--- src/rtl/decode_ibuf.sv ---
// Instruction buffer between fetch and decode: a DEPTH-entry FIFO of {pc, inst, bd, exc}
// with push-time predecode, full flush and branch-shadow flush.
module decode_ibuf #(
   parameter int DEPTH = 4,
   parameter int PC_W  = 32,
   parameter int CNT_W = $clog2(DEPTH) + 1
) (
   input  logic             clk,
   input  logic             resetn,
   input  logic             fe_valid,
   output logic             fe_ready,
   input  logic [PC_W-1:0]  fe_pc,
   input  logic [31:0]      fe_inst,
   output logic             de_valid,
   input  logic             de_ready,
   output logic [PC_W-1:0]  de_pc,
   output logic [31:0]      de_inst,
   output logic             de_bd,
   output logic [2:0]       de_exc,
   input  logic             flush,
   input  logic             br_flush,
   output logic [CNT_W-1:0] count,
   output logic             full,
   output logic             empty
);

   localparam int AW = $clog2(DEPTH);

   logic [PC_W-1:0]  pc_mem   [DEPTH];
   logic [31:0]      inst_mem [DEPTH];
   logic             bd_mem   [DEPTH];
   logic [2:0]       exc_mem  [DEPTH];

   logic [AW-1:0]    wr_ptr;
   logic [AW-1:0]    rd_ptr;
   logic [CNT_W-1:0] cnt;
   logic             prev_cti;
   logic             keep_next;

   logic [5:0]       op;
   logic [5:0]       funct;
   logic [4:0]       rt;
   logic             is_cti;
   logic             cti_eff;
   logic [2:0]       exc_in;
   logic [31:0]      inst_in;

   logic             push;
   logic             pop;
   logic             has_slot;
   logic             shadow_cut;
   logic             wr_en;

   assign op    = fe_inst[31:26];
   assign rt    = fe_inst[20:16];
   assign funct = fe_inst[5:0];

   always_comb begin
      is_cti = 1'b0;
      case (op)
         6'b000010, 6'b000011, 6'b000100,
         6'b000101, 6'b000110, 6'b000111: is_cti = 1'b1;
         6'b000001: is_cti = (rt == 5'b00000) || (rt == 5'b00001) ||
                             (rt == 5'b10000) || (rt == 5'b10001);
         6'b000000: is_cti = (funct == 6'b001000) || (funct == 6'b001001);
         default:   is_cti = 1'b0;
      endcase
   end

   // Fetch address error wins over every instruction-derived exception.
   always_comb begin
      exc_in = 3'd0;
      if (fe_pc[1:0] != 2'b00)                      exc_in = 3'd1;
      else if (op == 6'd0 && funct == 6'b001100)    exc_in = 3'd2;
      else if (op == 6'd0 && funct == 6'b001101)    exc_in = 3'd3;
      else if (fe_inst == 32'h4200_0018)            exc_in = 3'd4;
   end

   assign inst_in = (exc_in == 3'd1) ? 32'd0 : fe_inst;
   assign cti_eff = is_cti && (exc_in != 3'd1);

   assign full     = (cnt == CNT_W'(DEPTH));
   assign empty    = (cnt == '0);
   assign fe_ready = ~full;
   assign de_valid = ~empty;
   assign count    = cnt;

   assign push       = fe_valid & fe_ready;
   assign pop        = de_valid & de_ready;
   assign has_slot   = (cnt >= CNT_W'(2));
   // Taken branch at head with its delay slot already queued: keep only the slot.
   assign shadow_cut = pop & br_flush & has_slot;
   assign wr_en      = push & ~flush & ~shadow_cut;

   assign de_pc   = pc_mem[rd_ptr];
   assign de_inst = inst_mem[rd_ptr];
   assign de_bd   = bd_mem[rd_ptr];
   assign de_exc  = exc_mem[rd_ptr];

   always_ff @(posedge clk or negedge resetn) begin
      if (!resetn) begin
         for (int i = 0; i < DEPTH; i++) begin
            pc_mem[i]   <= '0;
            inst_mem[i] <= '0;
            bd_mem[i]   <= 1'b0;
            exc_mem[i]  <= 3'd0;
         end
      end else if (wr_en) begin
         pc_mem[wr_ptr]   <= fe_pc;
         inst_mem[wr_ptr] <= inst_in;
         bd_mem[wr_ptr]   <= prev_cti;
         exc_mem[wr_ptr]  <= exc_in;
      end
   end

   always_ff @(posedge clk or negedge resetn) begin
      if (!resetn) begin
         wr_ptr    <= '0;
         rd_ptr    <= '0;
         cnt       <= '0;
         prev_cti  <= 1'b0;
         keep_next <= 1'b0;
      end else if (flush) begin
         wr_ptr    <= '0;
         rd_ptr    <= '0;
         cnt       <= '0;
         prev_cti  <= 1'b0;
         keep_next <= 1'b0;
      end else if (shadow_cut) begin
         // The retained slot is never a CTI on a correct path, so the next push is not in a slot.
         rd_ptr    <= rd_ptr + AW'(1);
         wr_ptr    <= rd_ptr + AW'(2);
         cnt       <= CNT_W'(1);
         prev_cti  <= 1'b0;
         keep_next <= 1'b0;
      end else begin
         if (push) begin
            wr_ptr   <= wr_ptr + AW'(1);
            prev_cti <= cti_eff;
         end
         if (pop) begin
            rd_ptr <= rd_ptr + AW'(1);
         end
         cnt <= cnt + CNT_W'(push) - CNT_W'(pop);
         if (pop && br_flush && !push) begin
            keep_next <= 1'b1;
         end else if (push) begin
            keep_next <= 1'b0;
         end
      end
   end

`ifndef SYNTHESIS
   always @(posedge clk) begin
      if (resetn) begin
         assert (cnt <= CNT_W'(DEPTH)) else $error("decode_ibuf: occupancy above DEPTH");
         assert (!(pop && cnt == '0)) else $error("decode_ibuf: pop from empty buffer");
      end
   end
`endif

endmodule

--- config.mk ---
export PLATFORM = sky130hd
export DESIGN_NAME = decode_ibuf
export DESIGN_NICKNAME = d
export VERILOG_FILES = /design/src/rtl/decode_ibuf.sv
export SDC_FILE = /design/constraint.sdc
export NUM_CORES = 1
export LEC_CHECK = 0
export ABC_AREA = 1
export CAP_MARGIN = 20
export CORE_UTILIZATION = 45
export CTS_CLUSTER_SIZE = 24
export DETAILED_ROUTE_END_ITERATION = 8
export PLACE_DENSITY = 0.65
export SLEW_MARGIN = 20
export SYNTH_ARGS = -nofsm -noshare
export SYNTH_HDL_FRONTEND = slang
export SYNTH_SLANG_ARGS = --single-unit
--- constraint.sdc ---
create_clock -name clk -period 5.2 [get_ports clk]
set_clock_uncertainty 0.05 [all_clocks]
set_input_delay 0.52 -clock clk [delete_from_list [all_inputs] [get_ports clk]]
set_output_delay 0.52 -clock clk [all_outputs]
set_load 0.02 [all_outputs]
==> results of run 1 <==
[worst reg2reg max path, stage by stage (launching register included)]
cell and delay (ns):
dfrtp_1 0.45, nor2_2 0.23, a21oi_4 0.11, nand3_2 0.28, nand3_4 0.76, buf_4 0.55, nand2_1 0.11, o21ai_0 0.08
[where the power goes]
part	total [W]	internal (W)	switching, W
Clock	0.00222	0.00137	0.000856
Sequential	0.00343	0.00297	0.000464
Combinational	0.00313	0.00134	0.00179
[routing by layer]
metal | global-route usage | up-vias
met5 | 0 | -
met4 | 0.0542 | 0
met3 | 0.0306 | 52
met2 | 0.357 | 277
met1 | 0.328 | 4976
li1 | - | 5043
[per-stage QoR]
| step | hold WS (ns) | cells | setup slack (ns) | area, µm² | power, W |
|---|---|---|---|---|---|
| global route | 0.0845 | 1945 | 1.01 | 15100 | 0.00938 |
| global placement | 0.408 | 1888 | 1.70 | 14000 | 0.00653 |
| detailed placement | 0.411 | 1888 | 1.62 | 14000 | 0.00659 |
| finish | 0.0156 | 1945 | 1.21 | 15100 | 0.00878 |
| CTS | 0.0405 | 1943 | 1.04 | 15000 | 0.00885 |
| floorplan | 0.174 | 1461 | 3.01 | 12500 | 0.00531 |
[worst min-delay path by stage]
stage	slack, ns	to	cells past startpoint	from
after global routing	0.08	pc_mem[11]	1	resetn
after CTS	0.04	pc_mem[11]	1	resetn
after floorplan	0.17	bd_mem[0]	0	resetn
final	0.02	pc_mem[11]	1	resetn
after detailed placement	0.41	exc_mem[3]	2	exc_mem[3]
after global placement	0.41	exc_mem[5]	2	exc_mem[5]
[layout make-up]
class / instances / area [µm²]
clock buffers: 44 / 885
inverters: 60 / 228
fillers: 2498 / 12000
flip-flops and latches: 280 / 7010
clock inverters: 11 / 158
repair buffers: 161 / 1610
multi-input cells: 1017 / 4710
well taps: 372 / 465
[logic make-up after synthesis]
logic type	after synthesis	share of synthesized area
fa+ha+maj	8	0.00863
simple gates	534	0.169
flops	280	0.562
buf+inv	164	0.0616
xor+xnor	1	0.000702
compound gates	474	0.198
[layout by cell type, fill, tap and decap left out, drive strengths merged]
master	count
inv	59
ha	7
nand4	6
fa	1
nand2	349
clkdlybuf4s50	143
dfrtp	280
a21oi	4
clkinvlp	1
or2	1
bufinv	4
nand3	11
o21ai	402
nand3b	1
nor3	2
xnor2	1
clkinv	7
o22ai	68
buf	18
nor2	164
clkbuf	44
[sequential cells by signal, summed over array words and instances, names as in the netlist]
register / count
count: 3
bd_mem: 4
inst_mem: 128
exc_mem: 12
pc_mem: 128
prev_cti: 1
rd_ptr: 2
wr_ptr: 2
==> results_dict.tcl, run 1 <==
set metrics [dict create \
    status "finished clean" \
    slowest_stage "dfrtp_4" \
    synth_warnings 0 \
    clk_latency_ns 0.54 \
    arrival_ns 3.42 \
    io_pins 145 \
    worstPathMaxFanout 75 \
    slew-limit-headroom 0.322 \
    layout-drive-gt1-share 0.0521 \
    syn_nets 1539 \
    crit_family "buffers and inverters" \
    grt_pass1_vias 9855 \
    nets 1628 \
    finalSetupViolations 0 \
    cts_buffer_depth 3 \
    cp_num_buf_inv 2 \
    cp-startpoint "rd_ptr[0]" \
    synth_top_area_share 0.562 \
    slowest_delay_ns 0.87 \
    cts-root-buf "clkbuf_16" \
    synth_area_leaders "dfrtp_1 56%, o21ai_0 13%, nand2_1 10%, nor2_1 4.9%, o22ai_1 3.4%" \
    period_share 0.767 \
    fin_crit_ns 3.99 \
    cts_htree_levels 1 \
    ir_drop_uv 294 \
    ys_top_cells_by_count "347 x nand2_1, 328 x o21ai_0, 280 x dfrtp_1, 162 x nor2_1, 74 x o21ai_1" \
    grt_pass1_wl_mm 51.6 \
    clock_sinks 280 \
    cts_resized 0 \
    top_layer_used "met4" \
    drc_errors 0 \
    synthCells 1461 \
    end_kind "primary output" \
    track_usage 0.225 \
    io_buffers 144 \
    die_area_mm2 0.0284 \
    wl_met2_mm 14.2 \
    yosysTopAreaCell "dfrtp_1" \
    crit_path_end "de_inst[4]" \
    ff2ff_path_depth 7 \
    synth-main-ff-cell "dfrtp_1" \
    placementRows 60 \
    core_mm2 0.0271 \
    vias 10300 \
    crit_chain "buf_4 -> o21ai_0 -> o22ai_1 -> clkdlybuf4s50_1" \
    reg2reg_slack_ns 2.46 \
    criticalPathCategory "reg -> out" \
    worst_pin_slew_ns 1.02 \
    synth_edf_count 0 \
    post_cts_buffers 0 \
    slew_viol_final 0 \
    drt_iter0_markers 788 \
    start_util 0.460 \
    yosys.cell_count.top_type "nand2_1" \
    p_per_area_mw_per_mm2 583 \
    async_flop_share 1.00 \
    dieWidth_um 168 \
    rsz0062_at_grt "false" \
    via_per_inst 5.32 \
    leakagePower_nw 6.89 \
    fin_util 0.556 \
    globalplace.congestion 0.797 \
    area_growth_pct 20.8 \
    cp-start-kind "flop" \
    cts_tree "built" \
    cap_violations 0 \
    tns_ns 0 \
    cts_buffers 30 \
    syn_area_per_cell_um2 8.54 \
    grt_start_max_net_pins 122 \
    critical_path.reg2reg.startpoint "count[1]" \
    crit_cells 4 \
    post_drt_wl_per_cell_um 16.0 \
    hold_violations 0 \
    ant_nets 0 \
    worst_hold_path_type "in -> async" \
    required_ns 4.63 \
    wl_met1_mm 14.7 \
    totalWireLength_mm 31.2 \
    fmax_mhz 251 \
    die_y_um 168 \
    ys_ff_latch 280 \
    synth.distinct_cells 30 \
    cts_hold_buffers 0 \
    crit-reg2reg-capture "pc_mem[24]" \
    gr-total-overflow 0 \
    firstDrtPassIters 5 \
    synthesis.area_mm2 0.0125 \
    hpwl_mm 18.6 \
    wl_met3_mm 1.66 \
    num_antenna_cells 0 \
    clkTransAtPathRegs_ns 0.06 \
    grt_antenna_before_repair 0 \
    ys_seq_area_frac 0.562 \
]
Power figures use the tool's default switching activity.
==> run 2, diff against run 1 <==
==> constraint.sdc (replaced) <==
create_clock -name clk -period 3.94 [get_ports clk]
set_clock_uncertainty 0.05 [all_clocks]
set_input_delay 0.394 -clock clk [delete_from_list [all_inputs] [get_ports clk]]
set_output_delay 0.394 -clock clk [all_outputs]
set_load 0.02 [all_outputs]
==> run 2 against run 1 <==
  * Non-clock buffer count rose by 5
  * Routed wire length rose by 1.3%
  * Highest routed layer unchanged
  * Combinational power rose by 35%
  * Global-route usage fell by 0.23 points
==> results_dict.tcl, run 2 (synthesis results as in run 1) <==
set metrics [dict create \
    status "finished clean" \
    fin_crit_ns 3.41 \
    ir_drop_uv 450 \
    io_buffers 144 \
    worst_pin_slew_ns 0.891 \
    drc_errors 0 \
    die_area_mm2 0.0284 \
    totalWireLength_mm 31.6 \
    clkTransAtPathRegs_ns 0.06 \
    required_ns 3.50 \
    dieWidth_um 168 \
    nets 1634 \
    cts_buffers 31 \
    start_util 0.460 \
    cts_hold_buffers 1 \
    leakagePower_nw 6.92 \
    vias 10300 \
    worstPathMaxFanout 62 \
    io_pins 145 \
    cts_buffer_depth 3 \
    area_growth_pct 21.3 \
    final_cell_mix "347 x nand2_1, 328 x o21ai_0, 278 x dfrtp_1" \
    arrival_ns 2.97 \
    crit_path_end "de_inst[1]" \
    reg2reg_slack_ns 1.47 \
    end_kind "primary output" \
    post_drt_wl_per_cell_um 16.2 \
    cts_htree_levels 1 \
    ant_nets 0 \
    period_share 0.866 \
    gr-total-overflow 0 \
    ff2ff_path_depth 9 \
    drt_iter0_markers 823 \
    grt_antenna_before_repair 0 \
    core_mm2 0.0271 \
    via_per_inst 5.29 \
    worst_hold_path_type "in -> reg" \
    grt_pass1_vias 9771 \
    cap_violations 0 \
    cts-root-buf "clkbuf_16" \
    fmax_mhz 293 \
    whs_ns 0.399 \
    placementRows 60 \
    p_per_area_mw_per_mm2 763 \
    cp-start-kind "flop" \
    hpwl_mm 18.8 \
    rsz0062_at_grt "false" \
    grt_pass1_wl_mm 51.3 \
    layout-drive-gt1-share 0.0569 \
    criticalPathCategory "reg -> out" \
    critical_path.reg2reg.startpoint "count[1]" \
    num_antenna_cells 0 \
    tns_ns 0 \
    post_cts_buffers 0 \
    cp-startpoint "rd_ptr[0]" \
    finalSetupViolations 0 \
    cts_tree "built" \
    clk_latency_ns 0.55 \
    crit-reg2reg-capture "exc_mem[6]" \
    track_usage 0.223 \
    cts_resized 0 \
    slew_viol_final 0 \
    reg_top3 "inst_mem x128, pc_mem x128, exc_mem x12" \
    clock_sinks 280 \
    globalplace.congestion 0.796 \
    firstDrtPassIters 6 \
    grt_start_max_net_pins 138 \
    final_common_cell "nand2_1" \
    die_y_um 168 \
    slew-limit-headroom 0.402 \
    hold_violations 0 \
]
## run 2: worst min-delay path by stage
stage / end / startpoint / slack [ns] / cells after the start
final: pc_mem[16] / fe_pc[16] / 0.40 / 3
after global routing: pc_mem[124] / fe_pc[28] / 0.42 / 3
after CTS: pc_mem[16] / fe_pc[16] / 0.39 / 3
after detailed placement: exc_mem[5] / exc_mem[5] / 0.41 / 2
after global placement: inst_mem[81] / inst_mem[81] / 0.41 / 2
after floorplan: bd_mem[0] / resetn / 0.05 / 0
## run 2: layout make-up
cell class              instances  area [µm²]
well taps                     372         465
flip-flops and latches        280        7010
inverters                      60         228
clock buffers                  42         867
clock inverters                16         143
multi-input cells            1017        4710
fillers                      2531       12000
repair buffers                166        1700
## run 2: power breakdown
group / switching, W / internal [W]
sequential: 0.000543 / 0.00392
combinational: 0.00244 / 0.00179
clock: 0.00117 / 0.00167
total: 0.00416 / 0.00739
## run 2: stage by stage
| step | instances | area, µm² | power, W | setup WS [ns] | utilization |
|---|---|---|---|---|---|
| after global placement | 1894 | 14100 | 0.00866 | 1.14 | 0.521 |
| final | 1953 | 15100 | 0.0115 | 0.530 | 0.558 |
| after floorplan | 1461 | 12500 | 0.00700 | 1.75 | - |
| after detailed placement | 1894 | 14100 | 0.00874 | 1.13 | 0.521 |
| after CTS | 1953 | 15100 | 0.0116 | 0.528 | 0.558 |
| after global routing | 1953 | 15100 | 0.0123 | 0.378 | 0.558 |
## run 2: layer usage
| layer | global-route usage | vias to the layer above | routed length, µm |
|---|---|---|---|
| met5 | 0 | - | 0 |
| li1 | - | 5045 | - |
| met2 | 0.350 | 299 | 14100 |
| met3 | 0.0309 | 34 | 1630 |
| met4 | 0.0518 | 0 | 474 |
| met1 | 0.327 | 4945 | 15300 |
## run 2: worst max-delay path: stages, from the launching register on
cell	delay, ns
dfrtp_4	0.50
inv_4	0.47
buf_4	0.40
o21ai_0	0.12
o22ai_1	0.23
clkdlybuf4s50_1	0.67
==> run 3, diff against run 2 <==
--- a/config.mk
+++ b/config.mk
@@ -10,7 +10,7 @@
 export CORE_UTILIZATION = 45
 export CTS_CLUSTER_SIZE = 24
 export DETAILED_ROUTE_END_ITERATION = 8
-export PLACE_DENSITY = 0.65
+export PLACE_DENSITY_LB_ADDON = 0.05
 export SLEW_MARGIN = 20
 export SYNTH_ARGS = -nofsm -noshare
 export SYNTH_HDL_FRONTEND = slang
==> constraint.sdc (replaced) <==
create_clock -name clk -period 3.94 [get_ports clk]
set_clock_uncertainty 0.05 [all_clocks]
set_input_delay 0.394 -clock clk [delete_from_list [all_inputs] [get_ports clk]]
set_output_delay 0.394 -clock clk [all_outputs]
set_load 0.05 [all_outputs]
==> run 3 against run 2 <==
  * Die area is the same
  * Highest routed layer unchanged
  * Critical path type unchanged
  * Global-route usage up 0.96 points
  * Register-to-register slack worse by 0.15 ns
  * Via count shrank 1.2%
  * Clock power about the same
  * Combinational power grew 25%
  * First-iteration DRC count shrank 7.5%
  * Flip-flop and latch count did not move
  * Final cell count grew 0.10%
  * Clock-buffer cell count is 6 higher
  * Non-clock buffer count increased by 6
==> results_dict.tcl, run 3 (synthesis results as in run 1) <==
set metrics [dict create \
    multi_input_comb_area_mm2 0.00471 \
    stdcell_area_mm2 0.0151 \
    status "finished clean" \
    placementRows 60 \
    worst_hold_path_type "in -> async" \
    die_area_mm2 0.0284 \
    place_area_mm2 0.0141 \
    totalWireLength_mm 31.9 \
    dieWidth_um 168 \
    use_met3 0.0346 \
    pwr-share-seq 0.354 \
    end_kind "primary output" \
    clock_sinks 280 \
    final_common_cell "nand2_1" \
    leakagePower_nw 6.93 \
    slew-limit-headroom 0.456 \
    tns_ns 0 \
    cts_htree_levels 1 \
    grt.met2_usage 0.376 \
    grtUsageMet1 0.332 \
    hold_violations 0 \
    via_per_inst 5.22 \
    area_growth_pct 21.5 \
    clockPowerShare 0.224 \
    die_y_um 168 \
    drc_errors 0 \
    required_ns 3.50 \
    cts_buffers 30 \
    nFillCells 2528 \
    ir_drop_uv 807 \
    nets 1639 \
    period_share 0.894 \
    layout-drive-gt1-share 0.0556 \
    cts_tree "built" \
    grt_pass1_wl_mm 52.9 \
    core_mm2 0.0271 \
    gr-total-overflow 0 \
    grt_pass1_vias 9981 \
    finalSetupViolations 0 \
    arrival_ns 3.08 \
    io_pins 145 \
    p_per_area_mw_per_mm2 832 \
    grt-busiest-layer "met2" \
    post_cts_buffers 0 \
    track_usage 0.232 \
    swShare 0.412 \
    power.internal_w 0.00741 \
    fin_util 0.559 \
    clk_latency_ns 0.54 \
    num_antenna_cells 0 \
    start_util 0.460 \
    fin_crit_ns 3.52 \
    globalplace.congestion 0.776 \
    cap_violations 0 \
    criticalPathCategory "reg -> out" \
    final_cell_mix "347 x nand2_1, 328 x o21ai_0, 278 x dfrtp_1" \
    hpwl_mm 18.8 \
    cts_buffer_depth 3 \
    cts_hold_buffers 1 \
    firstDrtPassIters 5 \
    cp-start-kind "flop" \
    cts-root-buf "clkbuf_16" \
    p_switching_w 0.00520 \
    reg_top3 "inst_mem x128, pc_mem x128, exc_mem x12" \
    rsz0062_at_grt "false" \
    whs_ns 0.306 \
    grt_start_max_net_pins 138 \
    grt_antenna_before_repair 0 \
    seq_area_mm2 0.00701 \
    ant_nets 0 \
    drt_iter0_markers 761 \
    slew_viol_final 0 \
    cts_resized 0 \
    post_drt_wl_per_cell_um 16.3 \
    worst_pin_slew_ns 0.816 \
    fmax_mhz 284 \
    worstPathMaxFanout 52 \
    pwr-share-comb 0.422 \
    vias 10200 \
    clkTransAtPathRegs_ns 0.07 \
    io_buffers 144 \
]
-- run 3: worst paths after layout --
check                        startpoint      endpoint  slack [ns]  cells after the start
max                           rd_ptr[0]    de_inst[1]        0.42                      5
min                              resetn   pc_mem[109]        0.31                      2
max reg2reg                    count[1]   pc_mem[126]        1.32                      7
min reg2reg                inst_mem[75]  inst_mem[75]        0.43                      2
max in group asynchronous        resetn  inst_mem[49]        2.28                      4
min in group clk              fe_pc[11]    pc_mem[75]        0.42                      3
-- run 3: through the flow --
stage               std cells  setup WS [ns]  power, W
floorplan                1461           1.44   0.00812
global placement         1899           1.01   0.00978
detailed placement       1899          0.987   0.00985
CTS                      1954          0.377    0.0127
global route             1955          0.255    0.0134
finish                   1955          0.418    0.0126
-- run 3: cell type report --
class | count | area share
clock buffer | 48 | 0.0601
inverter | 60 | 0.0150
multi-input combinational | 1017 | 0.311
clock inverter | 6 | 0.00529
tap | 372 | 0.0307
timing repair buffer | 172 | 0.115
sequential | 280 | 0.463
-- run 3: power groups by stage --
stage               sequential, W  combinational [W]  clock (W)
global placement          0.00448            0.00530          0
global route              0.00459            0.00581    0.00300
floorplan                 0.00438            0.00373          0
detailed placement        0.00449            0.00536          0
finish                    0.00446            0.00532    0.00282
CTS                       0.00445            0.00538    0.00288
-- run 3: layer usage --
metal / wire (µm) / up-vias / share of wire
met4: 415 / 0 / 0.013
met2: 14400 / 234 / 0.45
met1: 15600 / 4860 / 0.49
li1: - / 5065 / -
met3: 1500 / 38 / 0.047
met5: 0 / - / 0
-- run 3: worst max-delay path, stage by stage, from the launching register on --
cell	delay (ns)
dfrtp_4	0.50
inv_4	0.44
buf_12	0.30
o21ai_0	0.11
o22ai_1	0.28
clkdlybuf4s50_1	0.87
